**src/rtl/fetch_stage.sv**
```systemverilog
// ---------------------------------------------------------------------------
// fetch_stage: instruction fetch stage with the IF/ID pipeline register.
//   clk, rst          single clock; synchronous active-high reset
//   hold              freeze PC and IF/ID outputs (hazard unit)
//   flush             branch taken: squash IF/ID, redirect PC to branch_target
//   imem_req/addr     fetch request (one outstanding at most), addr = PC
//   imem_ready/rdata  memory handshake; accept = imem_req & imem_ready
//   instr_out, pc_out, pc_plus4_out, valid_out   IF/ID slot contents
// ---------------------------------------------------------------------------
module fetch_stage #(
  parameter logic [31:0] RESET_ADDR = 32'h0000_0000,
  parameter logic [31:0] INSTR_NOP  = 32'h0000_0000
) (
  input  logic        clk,
  input  logic        rst,
  input  logic        hold,
  input  logic        flush,
  input  logic [31:0] branch_target,
  output logic        imem_req,
  output logic [31:0] imem_addr,
  input  logic        imem_ready,
  input  logic [31:0] imem_rdata,
  output logic [31:0] instr_out,
  output logic [31:0] pc_out,
  output logic [31:0] pc_plus4_out,
  output logic        valid_out
);

  typedef enum logic [1:0] {IDLE, FETCH, HELD} state_e;

  state_e      state_q, state_d;
  logic [31:0] pc_q, pc_d;
  logic [31:0] skid_instr_q, skid_instr_d;
  logic [31:0] skid_pc_q, skid_pc_d;
  logic [31:0] instr_q, instr_d;
  logic [31:0] pco_q, pco_d;
  logic [31:0] pc4_q, pc4_d;
  logic        vld_q, vld_d;
  logic        accept;

  assign imem_req     = !rst && (state_q == FETCH);
  assign imem_addr    = pc_q;
  assign accept       = (state_q == FETCH) && imem_ready;
  assign instr_out    = instr_q;
  assign pc_out       = pco_q;
  assign pc_plus4_out = pc4_q;
  assign valid_out    = vld_q;

  always_comb begin
    // Default: everything holds its value.
    state_d      = state_q;
    pc_d         = pc_q;
    skid_instr_d = skid_instr_q;
    skid_pc_d    = skid_pc_q;
    instr_d      = instr_q;
    pco_d        = pco_q;
    pc4_d        = pc4_q;
    vld_d        = vld_q;

    if (flush) begin
      // Flush beats hold/ready; any rdata returned this cycle is dropped.
      state_d      = FETCH;
      pc_d         = branch_target;
      skid_instr_d = INSTR_NOP;
      skid_pc_d    = RESET_ADDR;
      vld_d        = 1'b0;
      instr_d      = INSTR_NOP;
    end else begin
      unique case (state_q)
        IDLE: state_d = FETCH;
        FETCH: begin
          if (accept) begin
            pc_d = pc_q + 32'd4;
            if (hold) begin
              // Decode is stalled: park the returned word until release.
              skid_instr_d = imem_rdata;
              skid_pc_d    = pc_q;
              state_d      = HELD;
            end else begin
              instr_d = imem_rdata;
              pco_d   = pc_q;
              pc4_d   = pc_q + 32'd4;
              vld_d   = 1'b1;
            end
          end else if (!hold) begin
            vld_d   = 1'b0;
            instr_d = INSTR_NOP;
          end
        end
        HELD: begin
          if (!hold) begin
            instr_d      = skid_instr_q;
            pco_d        = skid_pc_q;
            pc4_d        = skid_pc_q + 32'd4;
            vld_d        = 1'b1;
            skid_instr_d = INSTR_NOP;
            skid_pc_d    = RESET_ADDR;
            state_d      = FETCH;
          end
        end
        default: state_d = IDLE;
      endcase
    end
  end

  always_ff @(posedge clk) begin
    if (rst) begin
      state_q      <= IDLE;
      pc_q         <= RESET_ADDR;
      skid_instr_q <= INSTR_NOP;
      skid_pc_q    <= RESET_ADDR;
      instr_q      <= INSTR_NOP;
      pco_q        <= RESET_ADDR;
      pc4_q        <= RESET_ADDR + 32'd4;
      vld_q        <= 1'b0;
    end else begin
      state_q      <= state_d;
      pc_q         <= pc_d;
      skid_instr_q <= skid_instr_d;
      skid_pc_q    <= skid_pc_d;
      instr_q      <= instr_d;
      pco_q        <= pco_d;
      pc4_q        <= pc4_d;
      vld_q        <= vld_d;
    end
  end

endmodule
```
**config.mk**
```make
export PLATFORM = sky130hd
export DESIGN_NAME = fetch_stage
export DESIGN_NICKNAME = d
export VERILOG_FILES = /design/src/rtl/fetch_stage.sv
export SDC_FILE = /design/constraint.sdc
export NUM_CORES = 1
export LEC_CHECK = 0
export ABC_CLOCK_PERIOD_IN_PS = 2850
export CAP_MARGIN = 20
export CORE_ASPECT_RATIO = 1.25
export CORE_MARGIN = 3
export CORE_UTILIZATION = 51
export CTS_BUF_LIST = sky130_fd_sc_hd__clkbuf_8 sky130_fd_sc_hd__clkbuf_16
export DETAILED_ROUTE_END_ITERATION = 10
export PLACE_DENSITY_LB_ADDON = 0.08
export RECOVER_POWER = 100
export SLEW_MARGIN = 25
export SYNTH_ARGS = -nofsm -noshare
export SYNTH_HDL_FRONTEND = slang
export SYNTH_SLANG_ARGS = --single-unit
```
**constraint.sdc**
```tcl
create_clock -name clk -period 2.85 [get_ports clk]
set_input_delay 0.4275 -clock clk [delete_from_list [all_inputs] [get_ports clk]]
set_output_delay 0.4275 -clock clk [all_outputs]
set_load 0.02 [all_outputs]
```
==> After elaboration in Yosys (flattened, before gate mapping) <==
Index checks and enable logic that the tools add are counted.
{ "totals": {"regBits": 195, "input_bits": 69, "out_inout_bits": 130} }
{ "classes": {"addsub": 2, "eq_ne": 10, "n_mux": 31, "n_bitwise": 1, "reduce_logical": 15} }
{ "op_table": {"columns": ["operator", "count"], "rows": [
  ["32-bit 2-to-1 mux", 17],
  ["32-bit one-hot mux with 2 select lines", 5],
  ["32-bit by 3-bit adder with 32-bit output, second input constant", 2],
  ["3-bit != test, second input constant", 4],
  ["3-bit AND reduction", 3],
  ["2-bit != test, second input constant", 4],
  ["2-bit 2-to-1 mux", 3],
  ["2-bit one-hot mux with 3 select lines", 1],
  ["2-bit nonzero test", 3],
  ["5-bit AND reduction", 1],
  ["1-bit 2-to-1 mux", 4],
  ["2-bit AND reduction", 2],
  ["4-bit AND reduction", 1],
  ["2-bit by 1-bit == test with 1-bit output, second input constant", 1],
  ["2-bit == test, second input constant", 1],
  ["1-bit logical AND", 2],
  ["2-bit zero test", 1],
  ["1-bit one-hot mux with 2 select lines", 1],
  ["2-bit OR reduction", 1],
  ["1-bit zero test", 1],
  ["1-bit NOT", 1]
]} }

==> Logic depth before layout (Yosys ltp) <==
Gate-level depths: netlist of run 1.
{ "depth": {"ltp_word": 5, "depth_mapped": 8, "ltp_nobuf": 6} }

==> Worst setup path before layout of run 1 <==
Ideal clock, no wire load.
{ "synth_timing": {"path_kind": "reg-to-reg", "startpoint": "reg pc_q[3] (netlist: imem_addr[3])", "endpoint": "reg pc4_q[22] (netlist: pc_plus4_out[22])", "setup_time_ns": 0.132, "arrival_time_ns": 2.077, "required_time_ns": 2.718, "slack_ns": 0.641, "stages_incl_launch_ff": 7, "path_buffers": 0, "period_less_slack_ns": 2.209, "path_cell_list": "dfxtp_1 > ha_1 > nand4_1 > nor4_1 > mux2_2 > nor2_1 > a21oi_1"} }
{ "synth_via": {"elab_chain_len": 4} }
{ "synth_rtl": {"columns": ["item", "line_no", "source"], "rows": [
  ["start: declaration", "32", "logic [31:0] pc_q, pc_d;"],
  ["start signal: assignment", "118", "pc_q <= pc_d;"],
  ["32-bit by 3-bit adder with 32-bit output", "82", "pc4_d = pc_q + 32'd4;"],
  ["32-bit 2-to-1 mux", "74", "if (hold) begin"],
  ["32-bit 2-to-1 mux", "72", "if (accept) begin"],
  ["32-bit one-hot mux with 2 select lines", "69", "unique case (state_q)"],
  ["end signal: assignment", "114", "pc4_q <= RESET_ADDR + 32'd4;"],
  ["end signal: assignment", "123", "pc4_q <= pc4_d;"],
  ["end: declaration", "37", "logic [31:0] pc4_q, pc4_d;"]
]} }
No other way between the ends. The select of a mux whose other input is x is not followed.
A chain may end at the register's enable or synchronous reset.

==> Worst setup path in the final report of run 1 <==
{ "layout_timing": {"startpoint": "reg skid_pc_q[6]", "endpoint": "reg pc4_q[26] (netlist: pc_plus4_out[26])"} }
{ "layout_via": {"elab_chain_len": 3} }
{ "layout_rtl": {"columns": ["item", "line_no", "source"], "rows": [
  ["start: declaration", "34", "logic [31:0] skid_pc_q, skid_pc_d;"],
  ["start signal: assignment", "120", "skid_pc_q <= skid_pc_d;"],
  ["32-bit by 3-bit adder with 32-bit output", "94", "pc4_d = skid_pc_q + 32'd4;"],
  ["32-bit 2-to-1 mux", "91", "if (!hold) begin"],
  ["32-bit one-hot mux with 2 select lines", "69", null]
]} }
No other way between the ends. The select of a mux whose other input is x is not followed.

==> impl_results.md, run 1 <==
* Post-Syn Nets at 1241
* TNS Setup at 0 ns
* Max-cap viol count at 0
* GRT Overall Usage at 28.3%
* Pwr dens at 516 nW/µm²
* Clock share of power at 41.8%
* FILL cells at 1538
* Actual slew at the worst max-slew pin at 1.17 ns
* Most used flip-flop cell after synthesis: dfxtp_1
* CTS max path bufs at 2
* Number of synthesized flops with an enable pin at 0
* Area Overhead vs Synth at 29.6%
* Area of the multi-input gates at 4900 µm²
* Grt total ovfl at 0
* Cts hold-fix bufs at 0
* Synthesized area at 9330 µm²
* Part of the cycle the worst path needs at 89.9%
* Maximum number of pins on one net before global-route repair at 66
* PostCTS Resize Cnt at 0
* Setup Viol. Count Final at 0
* WL/cell at 18.4 µm
* Post-CTS Setup Bufs at 0
* Row cnt at 54
* DP HPWL at 19100 µm
* Sequential cell area at 3860 µm²
* Syn_area_per_cell at 7.97 µm²
* Post-synthesis register bit count at 193
* Final antenna-violating net count at 0
* Nets at 1382
* I/O pin cnt at 199
* Worst-skew pair later-pin latency at 0.44 ns
* Drt via density at 5.98
* H-tree lvl count at 4
* IO Port Bufs at 198
* Pre-antenna DRT Iters at 5
* Type of the most critical hold path: reg -> reg
* Yosys cell types at 58
* Net switching power at 1.69 mW
* Inserted Clock Buffers at 17
* Worst slew margin at 21.1%
* Int Power at 4.54 mW
* Setup CP Type: reg -> reg
* First DRT Iteration DRCs at 831
* Leakage power at 4.29 nW
* Syn Inst Count at 1170
* Critical Path Fanout Max at 24
* Crit path time final at 2.56 ns
* Final setup margin at 0.288 ns
* Vias after detailed routing at 9262
* Clock Tree Root: clkbuf_16
* Hold Vio Cnt, Final at 0
* Sequential share of power at 46.0%
* Initial antenna violation count at 0
* Starting Density at 52.7%
* Num Clock Sinks at 193
* Sw Share at 27.1%
* Place WS at 0.465 ns
* Comb pwr share at 12.3%
* Die ar. at 20000 µm²
* Layout cell share with drive strength beyond 1 at 6.80%
* CTS tree: yes
* Fmax at 390 MHz
* Yosys Warn Count at 0
* CP required at 3.15 ns
* Fin Hold WS at 0.445 ns
* Die H at 157 µm
* Kind of end point of the critical path: register
* RSZ-0062 raised after global routing: false
* Status: complete, no violations
* Synth async-reset ratio at 0%
* Area of the core at 17700 µm²
* Worst Skew at 0.00797 ns
* WP data arrival at 2.86 ns
* CTS clk-pin slew, worst paths at 0.07 ns
* Final Util at 68.3%
* First-pass GRT wire length at 45900 µm
* Post-route DRC at 0
* Maximum VDD drop at 370 µV
* Final Max Slew Viols at 0
* RD Place Congestion at 0.924
* Post-synthesis sequential area ratio at 41.4%
* DRT Wirelength at 28500 µm
* Crit start category: register
* Vias in the first global route at 8672
* Die Width at 127 µm
* Tot Pwr at 6.23 mW
==> power by group through the flow <==
| stage | sequential (mW) | clock [mW] | combinational, mW |
|---|---|---|---|
| 6_report | 2.86 | 2.60 | 0.763 |
| 5_1_grt | 2.88 | 2.75 | 0.828 |
| 4_1_cts | 2.87 | 2.63 | 0.801 |
| 3_5_place_dp | 2.93 | 0 | 0.796 |
| 3_3_place_gp | 2.93 | 0 | 0.789 |
| 2_1_floorplan | 2.98 | 0 | 0.362 |
==> stage by stage <==
stage / instances / cell area, µm²
2_1_floorplan: 1170 / 9330
3_3_place_gp: 1516 / 11600
3_5_place_dp: 1516 / 11600
4_1_cts: 1548 / 12200
5_1_grt: 1548 / 12100
6_report: 1549 / 12100
==> cell usage in the layout, fill, tap and decap left out, types with 10 or more instances in the layout <==
master	Yosys	routed
mux2i_1	10	10
a211oi_1	52	52
clkdlybuf4s50_1	0	66
nor3_1	19	20
a311oi_1	35	35
nor2_1	118	118
or3_1	12	12
buf_4	8	31
o211ai_1	11	11
xnor2_1	37	37
nand4_1	18	19
a22oi_1	32	32
dfxtp_1	193	193
o21ai_0	23	24
nor4_1	16	21
a21oi_1	88	86
clkbuf_16	0	17
dlygate4sd3_1	0	131
nand3_1	87	88
nand2_1	180	179
xor2_1	24	24
==> state kept, by name (all words and copies together), names as in the netlist <==
signal and cells:
pc_plus4_out 30, instr_out 32, imem_addr 32, skid_instr_q 32
pc_out 32, skid_pc_q 32, valid_out 1, state_q 2
==> critical path, cell delays in order (launching register included) <==
cell     delay [ns]
dfxtp_1        0.48
nand4_1        0.38
or4_1          0.60
buf_4          0.22
o31a_1         0.25
o21ai_0        0.33
a31oi_1        0.14
==> final cells by class <==
cell class / count / share of cell area (%)
well taps: 224 / 2.32
clock buffers: 17 / 3.52
repair buffers: 243 / 19.5
multi-input cells: 848 / 40.6
diodes: 1 / 0.0207
clock inverters: 15 / 1.80
inverters: 8 / 0.248
flip-flops and latches: 193 / 32.0
==> final timing paths <==
| path | from | slack, ns | endpoint | depth (start not counted) |
|---|---|---|---|---|
| min reg2reg | pc_plus4_out[2] | 0.45 | pc_plus4_out[2] | 2 |
| max reg2reg | skid_pc_q[6] | 0.29 | pc_plus4_out[26] | 6 |
| max | skid_pc_q[6] | 0.29 | pc_plus4_out[26] | 6 |
| min | pc_plus4_out[2] | 0.45 | pc_plus4_out[2] | 2 |
==> synth_stat cells (all sizes together), types with 2 or more instances <==
cell type / number / share of area (%)
a211oi: 52 / 4.2
a21oi: 89 / 4.8
a221o: 3 / 0.32
a22oi: 32 / 2.6
a311oi: 35 / 3.3
a31oi: 4 / 0.27
a32o: 2 / 0.21
and2: 2 / 0.13
and3: 6 / 0.40
and4: 3 / 0.28
buf: 38 / 2.3
clkbuf: 83 / 3.3
dfxtp: 193 / 41
ha: 2 / 0.27
inv: 7 / 0.28
mux2i: 10 / 1.1
nand2: 180 / 7.2
nand2b: 3 / 0.20
nand3: 88 / 4.8
nand3b: 5 / 0.40
nand4: 21 / 1.9
nor2: 118 / 4.7
nor3: 23 / 1.4
nor4: 23 / 2.1
o211ai: 11 / 0.89
o21a: 4 / 0.32
o21ai: 27 / 1.4
o221ai: 2 / 0.19
o31a: 5 / 0.47
o31ai: 6 / 0.48
or2: 2 / 0.13
or3: 13 / 0.89
or4: 7 / 0.60
xnor2: 37 / 3.5
xor2: 24 / 2.3
==> layer usage <==
metal | track usage [%] | vias up | wire (µm)
met5 | 0 | - | 0
met4 | 11.0 | 0 | 809
met3 | 6.65 | 57 | 2330
met2 | 46.8 | 400 | 13700
met1 | 36.0 | 4341 | 11600
li1 | - | 4464 | -
==> cell families (layout without fill, tap and decap cells) <==
kind of cell | Yosys count | after routing | synth area share (%)
multiplexers | 11 | 11 | 1.19
other | 0 | 1 | 0
AO/OA/AOI/OAI | 278 | 278 | 20.0
AND/OR/NAND/NOR | 496 | 496 | 25.4
XOR/XNOR | 61 | 61 | 5.73
adder cells (fa/ha/maj) | 2 | 2 | 0.268
buffers and inverters | 129 | 283 | 5.93
flip-flops | 193 | 193 | 41.4
Power figures use the tool's default switching activity.
==> run 2: changes to the inputs <==
--- a/config.mk
+++ b/config.mk
@@ -5,13 +5,14 @@
 export SDC_FILE = /design/constraint.sdc
 export NUM_CORES = 1
 export LEC_CHECK = 0
-export ABC_CLOCK_PERIOD_IN_PS = 2850
+export ABC_CLOCK_PERIOD_IN_PS = 2650
 export CAP_MARGIN = 20
 export CORE_ASPECT_RATIO = 1.25
 export CORE_MARGIN = 3
 export CORE_UTILIZATION = 51
 export CTS_BUF_LIST = sky130_fd_sc_hd__clkbuf_8 sky130_fd_sc_hd__clkbuf_16
 export DETAILED_ROUTE_END_ITERATION = 10
+export GPL_ROUTABILITY_DRIVEN = 1
 export PLACE_DENSITY_LB_ADDON = 0.08
 export RECOVER_POWER = 100
 export SLEW_MARGIN = 25
==> constraint.sdc (replaced) <==
create_clock -name clk -period 2.65 [get_ports clk]
set_input_delay 0.3975 -clock clk [delete_from_list [all_inputs] [get_ports clk]]
set_output_delay 0.3975 -clock clk [all_outputs]
set_load 0.02 [all_outputs]
==> run 2 against run 1 <==
  * Clock power fell by 3%
  * Final area up 0.91%
  * Largest power group unchanged
  * Utilization is 0.62 points higher
  * Clock-buffer cell count rose by 2
==> impl_results.md, run 2 (synthesis results as in run 1) <==
* Clock share of power at 39.0% (-2.8 points)
* IO Port Bufs at 198 (unchanged)
* Setup Viol. Count Final at 0 (unchanged)
* Part of the cycle the worst path needs at 91.5% (+1.6 points)
* Worst Skew at 0.0102 ns (+0.00220 ns)
* First-pass GRT wire length at 46600 µm (+1.5%)
* WL/cell at 18.5 µm (+0.68%)
* Critical Path Fanout Max at 10 (-58%)
* I/O pin cnt at 199 (unchanged)
* GRT Overall Usage at 28.8% (+0.43 points)
* Slowest CP cell: nor4_2
* GR met2 Demand/Resource at 49.1% (+2.3 points)
* Drt via density at 5.95 (-0.45%)
* Status: complete, no violations
* Hold Vio Cnt, Final at 0 (unchanged)
* Final Max Slew Viols at 0 (unchanged)
* Actual slew at the worst max-slew pin at 0.883 ns (-0.288 ns)
* Crit start category: register
* Most common cell after layout, fill and taps aside: dfxtp_1
* Initial antenna violation count at 1 (+1)
* Maximum number of pins on one net before global-route repair at 65 (-1.5%)
* Grt total ovfl at 0 (unchanged)
* WP buf/inv at 0 (-1)
* Vias after detailed routing at 9333 (+0.77%)
* Area Overhead vs Synth at 30.7%
* Pre-antenna DRT Iters at 5 (unchanged)
* Starting Density at 52.7% (unchanged)
* Most frequent cells in the layout: 193 x dfxtp_1, 179 x nand2_1, 131 x dlygate4sd3_1, 118 x nor2_1
* CP Cell Sequence: nand4_2 -> nor4_2 -> nand4_1 -> or3_1 -> a311oi_1
* Sw Share at 27.8% (+0.67 points)
* CTS max path bufs at 2 (unchanged)
* Nets at 1402 (+1.4%)
* CP required at 3.00 ns (-0.15 ns)
* Post-CTS Setup Bufs at 0 (unchanged)
* Row cnt at 54 (unchanged)
* Vias in the first global route at 8906 (+2.7%)
* Int Power at 4.65 mW (+2.3%)
* Max-cap viol count at 0 (unchanged)
* Die ar. at 20000 µm² (unchanged)
* Pwr dens at 528 nW/µm² (+2.3%)
* Gr busiest metal: met2
* CTS clk-pin slew, worst paths at 0.08 ns (about the same)
* Cts hold-fix bufs at 0 (unchanged)
* Worst slew margin at 41.1% (+20 points)
* Setup CP Type: reg -> reg
* Layout cell share with drive strength beyond 1 at 8.71% (+1.9 points)
* CTS tree: yes
* Die Width at 127 µm (unchanged)
* Crit path time final at 2.43 ns (-0.137 ns)
* FILL cells at 1521 (-1.1%)
* Worst-skew pair later-pin latency at 0.44 ns (about the same)
* Inserted Clock Buffers at 17 (unchanged)
* DRT Wirelength at 29000 µm (+1.9%)
* Finished Cell Area at 12200 µm² (+0.91%)
* M1 GR Usage at 36.0% (about the same)
* First DRT Iteration DRCs at 863 (+3.9%)
* TNS Setup at 0 ns (unchanged)
* Num Clock Sinks at 193 (unchanged)
* Net switching power at 1.79 mW (+5.8%)
* Maximum VDD drop at 460 µV (+24%)
* M3 GR Usage at 6.75% (+0.10 points)
* RSZ-0062 raised after global routing: false
* H-tree lvl count at 4 (unchanged)
* PostCTS Resize Cnt at 0 (unchanged)
* Area of the core at 17700 µm² (unchanged)
* Leakage power at 4.35 nW (+1.5%)
* WP data arrival at 2.77 ns (-0.09 ns)
* Sequential share of power at 47.7% (+1.7 points)
* Cell Area, Placed at 11700 µm² (+1.3%)
* Post-route DRC at 0 (unchanged)
* RD Place Congestion at 0.920 (-0.52%)
* Kind of end point of the critical path: register
* Critical path's top delay family: simple AND/OR/NAND/NOR gates
* Comb pwr share at 13.3% (+1.0 points)
* Die H at 157 µm (unchanged)
* DP HPWL at 20100 µm (+5.7%)
* Clock Tree Root: clkbuf_16
* Fmax at 412 MHz (+5.6%)
* Final antenna-violating net count at 0 (unchanged)
* Diodes inserted at 0 (-1)
* Type of the most critical hold path: in -> reg
* Max stage delay on crit path at 0.58 ns (-0.02 ns)
==> run 2: cell types whose count changed in the layout (fill, tap and decap cells not counted), sizes merged <==
cell | before | now
bufinv | 3 | 0
diode | 1 | 0
clkbuf | 25 | 28
clkinv | 6 | 8
inv | 14 | 13
buf | 38 | 57
==> run 2: layout make-up <==
class / count / area [µm²] / share of cell area (%)
clock inverter: 13 / 121 / 0.995
timing repair buffer: 263 / 2520 / 20.7
multi-input combinational: 848 / 4920 / 40.4
clock buffer: 19 / 453 / 3.71
sequential: 193 / 3860 / 31.7
tap: 224 / 280 / 2.30
inverter: 8 / 30.0 / 0.246
==> run 2: metal layers <==
| layer | routed length [µm] | up-vias |
|---|---|---|
| met5 | 13 | - |
| met4 | 628 | 2 |
| met3 | 2250 | 58 |
| met2 | 14100 | 357 |
| met1 | 12000 | 4423 |
| li1 | - | 4493 |
==> run 2: worst paths after layout <==
kind	slack, ns	to	from	cells after the start
worst max-delay path	0.22	imem_addr[30]	imem_addr[15]	5
worst min-delay path	0.41	pc_out[20]	rst	2
worst max register to register	0.22	imem_addr[30]	imem_addr[15]	5
worst min register to register	0.45	pc_plus4_out[2]	pc_plus4_out[2]	2
==> run 2: worst register-to-register path, delay by kind of cell (launching register included) <==
family	cells	cell delay [ns]
simple gates	4	1.57
flops	1	0.49
compound gates	1	0.25
==> run 2: through the flow <==
stage	utilization, %	power (mW)	setup WS, ns	hold WS (ns)	instances
after floorplan	-	3.59	0.441	0.432	1170
after global placement	66.1	4.02	0.306	0.438	1536
after detailed placement	66.1	4.03	0.301	0.438	1536
after CTS	69.4	6.51	0.334	0.393	1568
after global routing	68.9	6.65	0.0915	0.410	1568
final	68.9	6.43	0.225	0.412	1568
==> run 2: power by group through the flow <==
stage               combinational [mW]  sequential [mW]  clock [mW]
finish                           0.855             3.07        2.51
global route                     0.926             3.08        2.65
CTS                              0.893             3.07        2.54
detailed placement               0.889             3.14           0
global placement                 0.881             3.14           0
floorplan                        0.389             3.20           0
